[src/rtl/alu_req_arbiter.sv]
// Two-requester round-robin front end for the shared 16-bit ALU: grants one request,
// drives the ALU operands, captures the active unit's result and returns it tagged.
module alu_req_arbiter #(
  parameter int OP_DATA_WIDTH = 16,
  parameter int RES_WIDTH     = 2 * OP_DATA_WIDTH
) (
  input  logic                     CLK,
  input  logic                     RST,
  input  logic                     REQ0_VALID,
  output logic                     REQ0_READY,
  input  logic [OP_DATA_WIDTH-1:0] REQ0_A,
  input  logic [OP_DATA_WIDTH-1:0] REQ0_B,
  input  logic [3:0]               REQ0_FUN,
  input  logic                     REQ1_VALID,
  output logic                     REQ1_READY,
  input  logic [OP_DATA_WIDTH-1:0] REQ1_A,
  input  logic [OP_DATA_WIDTH-1:0] REQ1_B,
  input  logic [3:0]               REQ1_FUN,
  output logic                     RSP_VALID,
  input  logic                     RSP_READY,
  output logic                     RSP_ID,
  output logic [RES_WIDTH-1:0]     RSP_DATA,
  output logic                     RSP_CARRY,
  output logic                     RSP_ERR,
  output logic [OP_DATA_WIDTH-1:0] ALU_A,
  output logic [OP_DATA_WIDTH-1:0] ALU_B,
  output logic [3:0]               ALU_FUN,
  input  logic [RES_WIDTH-1:0]     Arith_OUT,
  input  logic                     Carry_OUT,
  input  logic                     Arith_Flag,
  input  logic [OP_DATA_WIDTH-1:0] Logic_OUT,
  input  logic                     Logic_Flag,
  input  logic [2:0]               CMP_OUT,
  input  logic                     CMP_Flag,
  input  logic [OP_DATA_WIDTH-1:0] Shift_OUT,
  input  logic                     Shift_Flag,
  output logic                     BUSY,
  output logic [1:0]               DBG_STATE
);

  typedef enum logic [1:0] {
    ST_IDLE  = 2'd0,
    ST_ISSUE = 2'd1,
    ST_WAIT  = 2'd2,
    ST_RESP  = 2'd3
  } state_t;

  state_t               state;
  logic                 last_gnt;
  logic                 gnt;
  logic                 accept;
  logic [RES_WIDTH-1:0] cap_data;
  logic                 cap_carry;
  logic                 cap_err;

  // Valid/ready: a transfer happens on a rising CLK edge where VALID and READY are both
  // high; senders hold VALID and payload stable until then, and READY never depends on
  // anything but current state and the VALIDs.
  always_comb begin
    gnt = 1'b0;
    if (REQ0_VALID && REQ1_VALID) gnt = ~last_gnt;
    else if (REQ1_VALID)          gnt = 1'b1;
  end

  assign accept     = (state == ST_IDLE) && (REQ0_VALID || REQ1_VALID);
  assign REQ0_READY = (state == ST_IDLE) && REQ0_VALID && !gnt;
  assign REQ1_READY = (state == ST_IDLE) && REQ1_VALID &&  gnt;
  assign RSP_VALID  = (state == ST_RESP);
  assign BUSY       = (state != ST_IDLE);
  assign DBG_STATE  = state;

  // The ALU output is valid during WAIT; pick the unit named by the held function code.
  always_comb begin
    cap_data  = '0;
    cap_carry = 1'b0;
    cap_err   = 1'b0;
    case (ALU_FUN[3:2])
      2'b00: begin
        cap_data  = Arith_OUT;
        cap_carry = Carry_OUT;
        cap_err   = !Arith_Flag;
      end
      2'b01: begin
        cap_data = {{(RES_WIDTH-OP_DATA_WIDTH){1'b0}}, Logic_OUT};
        cap_err  = !Logic_Flag;
      end
      2'b10: begin
        cap_data = {{(RES_WIDTH-3){1'b0}}, CMP_OUT};
        cap_err  = !CMP_Flag;
      end
      default: begin
        cap_data = {{(RES_WIDTH-OP_DATA_WIDTH){1'b0}}, Shift_OUT};
        cap_err  = !Shift_Flag;
      end
    endcase
  end

  always_ff @(posedge CLK or posedge RST) begin
    if (RST) begin
      state     <= ST_IDLE;
      last_gnt  <= 1'b1;
      ALU_A     <= '0;
      ALU_B     <= '0;
      ALU_FUN   <= '0;
      RSP_ID    <= 1'b0;
      RSP_DATA  <= '0;
      RSP_CARRY <= 1'b0;
      RSP_ERR   <= 1'b0;
    end else begin
      case (state)
        ST_IDLE: begin
          if (accept) begin
            state    <= ST_ISSUE;
            last_gnt <= gnt;
            RSP_ID   <= gnt;
            ALU_A    <= gnt ? REQ1_A   : REQ0_A;
            ALU_B    <= gnt ? REQ1_B   : REQ0_B;
            ALU_FUN  <= gnt ? REQ1_FUN : REQ0_FUN;
          end
        end
        ST_ISSUE: state <= ST_WAIT;
        ST_WAIT: begin
          RSP_DATA  <= cap_data;
          RSP_CARRY <= cap_carry;
          RSP_ERR   <= cap_err;
          state     <= ST_RESP;
        end
        ST_RESP: begin
          if (RSP_READY) state <= ST_IDLE;
        end
        default: state <= ST_IDLE;
      endcase
    end
  end

endmodule
[config.mk]
export PLATFORM = sky130hd
export DESIGN_NAME = alu_req_arbiter
export DESIGN_NICKNAME = d
export VERILOG_FILES = /design/src/rtl/alu_req_arbiter.sv
export SDC_FILE = /design/constraint.sdc
export NUM_CORES = 1
export LEC_CHECK = 0
export ABC_AREA = 1
export CORE_UTILIZATION = 30
export CTS_BUF_LIST = sky130_fd_sc_hd__clkbuf_8 sky130_fd_sc_hd__clkbuf_16
export CTS_CLUSTER_SIZE = 14
export DETAILED_ROUTE_END_ITERATION = 16
export GPL_TIMING_DRIVEN = 0
export MAX_ROUTING_LAYER = met4
export PLACE_DENSITY = 0.72
export SYNTH_ARGS = -nofsm -noshare
export SYNTH_HDL_FRONTEND = slang
export SYNTH_SLANG_ARGS = --single-unit
[constraint.sdc]
create_clock -name CLK -period 7.2 [get_ports CLK]
set_input_delay 2.16 -clock CLK [delete_from_list [all_inputs] [get_ports CLK]]
set_output_delay 2.16 -clock CLK [all_outputs]
set_load 0.03 [all_outputs]
==> results.py <==
metrics = {
    "finish": {
        "fin_cells": 958,
        "drive_gt1_frac": 0.06361,
        "n_fill_cell": 1273,
        "final_common_cell": "nand2_1",
        "antennaDiodeCount": 0,
        "final_cell_mix": "nand2_1 (228), clkdlybuf4s50_1 (225), nand3_1 (101), dfrtp_1 (73), inv_1 (46)",
        "num-nets-final": 933,
        "synthToLayoutAreaGrowth_pct": 69.37,
    },
    "clocking": {
        "cts_tree": "yes",
        "clock_sinks": 74,
        "numCtsBuffers": 9,
        "clk_pin_slew_ps": 60,
        "post_cts.repair.setup_buffers": 0,
        "cts_resized": 0,
        "postCtsHoldBufs": 0,
        "clk_path_buf_depth": 2,
        "cts_root_buf": "clkbuf_16",
        "worstSkewPairLatency_ps": 330,
        "htreeDepth": 3,
    },
    "yosys": {
        "synth_nets": 696,
        "syn_avg_cell_area_sq_um": 7.358,
        "netlist_instances": 544,
        "syn-cell-area_sq_um": 4003,
        "yosysSeqAreaShare": 0.4630,
        "ys_types": 19,
        "synth-seq-cells": 74,
        "yosysWarnings": 0,
    },
    "power": {
        "vdd_drop_max_v": 0.0002306,
        "p_clk_frac": 0.150,
        "cellLeakagePower_nw": 3.303,
        "p_int_mw": 1.515,
        "pwr-share-seq": 0.259,
        "p_switching_mw": 1.333,
        "comb_power_share": 0.591,
        "switching_share": 0.4680,
        "p_per_area_nw_per_um2": 420.2,
    },
    "sta": {
        "finClkSkew_ps": 8.026,
        "tightestPinTransition_ps": 471.3,
        "drv_slew": 0,
        "min_period_ps": 6273,
        "rsz0062_at_grt": "no",
        "relSlewSlack": 0.6858,
        "fmax_ghz": 0.1594,
        "setup_violations": 0,
        "finalCritPeriodShare": 0.8712,
        "tns_ps": 0,
        "hold_viol_final": 0,
    },
    "min_path": {
        "hp-class": "reg2reg",
    },
    "die": {
        "dieArea_sq_um": 13810,
        "die_y_microns": 117.5,
        "io_pins": 226,
        "start_util": 0.3121,
        "core_sq_um": 12820,
        "die_w_microns": 117.5,
        "rows": 41,
    },
    "worst_setup_path": {
        "arrival_ps": 4110,
        "critical_path_class": "in2out",
        "startpoint_type": "input port",
        "worstPathMaxFanout": 10,
        "path_cells": "clkdlybuf4s50_1 > buf_2 > nand2_2 > inv_1 > nand2_1 > inv_1 > clkdlybuf4s50_1",
        "required_ps": 5040,
        "cp-end-kind": "primary output",
        "crit_slowest_cell": "clkdlybuf4s50_1",
        "worst_path_largest_cell_delay_ps": 700,
        "cp.buffers_inverters": 5,
        "crit_family": "buffers and inverters",
    },
    "job": {
        "maxCapViolations": 0,
    },
    "grt": {
        "gr-total-overflow": 0,
        "first_global_vias": 4250,
        "grt_use_total": 0.2040,
        "grt_max_degree": 40,
        "grt_pass1_wl_microns": 21810,
        "grt_antenna_before_repair": 0,
    },
    "route": {
        "drt_iter0_drc": 223,
        "drt_wl_total_microns": 13530,
        "antenna_left": 0,
        "viasPerCell": 4.477,
        "wl_per_cell_microns": 14.12,
        "drtPass1Iterations": 5,
        "vias": 4289,
        "drc": 0,
    },
    "placement": {
        "place_inst": 942,
        "gp_congestion": 0.9207,
        "io_buffers": 225,
        "place_hpwl_microns": 10600,
    },
    "outcome": {
        "outcome": "complete, no violations",
    },
}
==> synth_stat cells <==
cell	count	area [sq um]
o21ai_0	4	20.02
nand3b_1	36	270.3
buf_2	17	85.08
clkbuf_1	8	30.03
inv_1	47	176.4
nand2_1	228	855.8
nand3_1	101	505.5
inv_2	3	11.26
buf_6	3	33.78
buf_1	3	11.26
ha_1	3	37.54
buf_4	3	22.52
a21oi_1	1	5.000
dfrtp_1	73	1827
nor2_8	1	20.02
nor2_1	8	30.03
dfstp_2	1	26.28
nand2_2	2	12.51
nor2_4	2	22.52
==> area by class of cell <==
type                    instances  area, sq um  area share
repair buffers                226         2272      0.3352
clock inverters                 7        61.31    0.009044
plain buffers                  34        182.7     0.02695
flip-flops and latches         74         1853      0.2733
clock buffers                   9        225.2     0.03322
well taps                     172        215.2     0.03175
multi-input cells             386         1779      0.2625
inverters                      50        190.2     0.02805
==> cell families after synthesis <==
| group | count (synthesis) | synth area share |
|---|---|---|
| adders and majority gates | 3 | 0.009379 |
| and+or+nand+nor | 378 | 0.4289 |
| DFF | 74 | 0.4630 |
| AOI/OAI and AO/OA | 5 | 0.006251 |
| buffers and inverters | 84 | 0.09253 |
==> worst min-delay path, delay by kind of cell, from the launching register on <==
| kind | cells | cell delay (ps) |
|---|---|---|
| AND/OR/NAND/NOR | 2 | 90 |
| flip-flops | 1 | 370 |
==> state kept, by name (all words and copies together) (netlist names) <==
register	count
ALU_FUN	4
last_gnt	1
RSP_CARRY	1
RSP_DATA	32
DBG_STATE	2
ALU_B	16
RSP_ERR	1
ALU_A	16
RSP_ID	1
==> final timing paths <==
path,startpoint,end,slack (ps),cells after the start
worst min register to register,last_gnt$_DFFE_PP1P_,last_gnt$_DFFE_PP1P_,470,2
worst min-delay path,last_gnt$_DFFE_PP1P_,last_gnt$_DFFE_PP1P_,470,2
min in group asynchronous,RST,RSP_DATA[29]$_DFFE_PP0N_,2210,2
max in group asynchronous,RST,last_gnt$_DFFE_PP1P_,4360,3
worst max-delay path,REQ1_VALID,REQ1_READY,930,7
worst max register to register,DBG_STATE[0]$_DFFE_PP0P_,ALU_B[12]$_DFFE_PP0P_,5500,9
==> metrics by stage <==
stage | instance area (sq um) | power, mW | utilization | hold slack (ps) | worst slack [ps]
after floorplan | 4003 | 1.726 | - | 448.5 | 2120
after detailed placement | 6492 | 2.437 | 0.5062 | 462.6 | 903.5
after global placement | 6470 | 2.420 | 0.5045 | 455.1 | 922.7
final | 6779 | 2.849 | 0.5286 | 468.8 | 927.0
after global routing | 6779 | 3.050 | 0.5286 | 503.5 | 830.3
after CTS | 6779 | 2.882 | 0.5286 | 472.1 | 898.4
==> metal layers <==
metal	global-route usage	wire length, microns	share of wire
met1	0.2476	5814	0.43
met2	0.3303	6331	0.47
met3	0.05136	1175	0.087
met4	0.06891	206	0.015
met5	-	0	0
==> power by group through the flow <==
stage          sequential [mW]  clock [mW]  combinational, mW
2_1_floorplan             1.11           0              0.615
3_3_place_gp             0.740           0               1.68
3_5_place_dp             0.741           0               1.70
4_1_cts                  0.740       0.443               1.70
5_1_grt                  0.765       0.463               1.82
6_report                 0.738       0.426               1.68
Power figures use the tool's default switching activity.
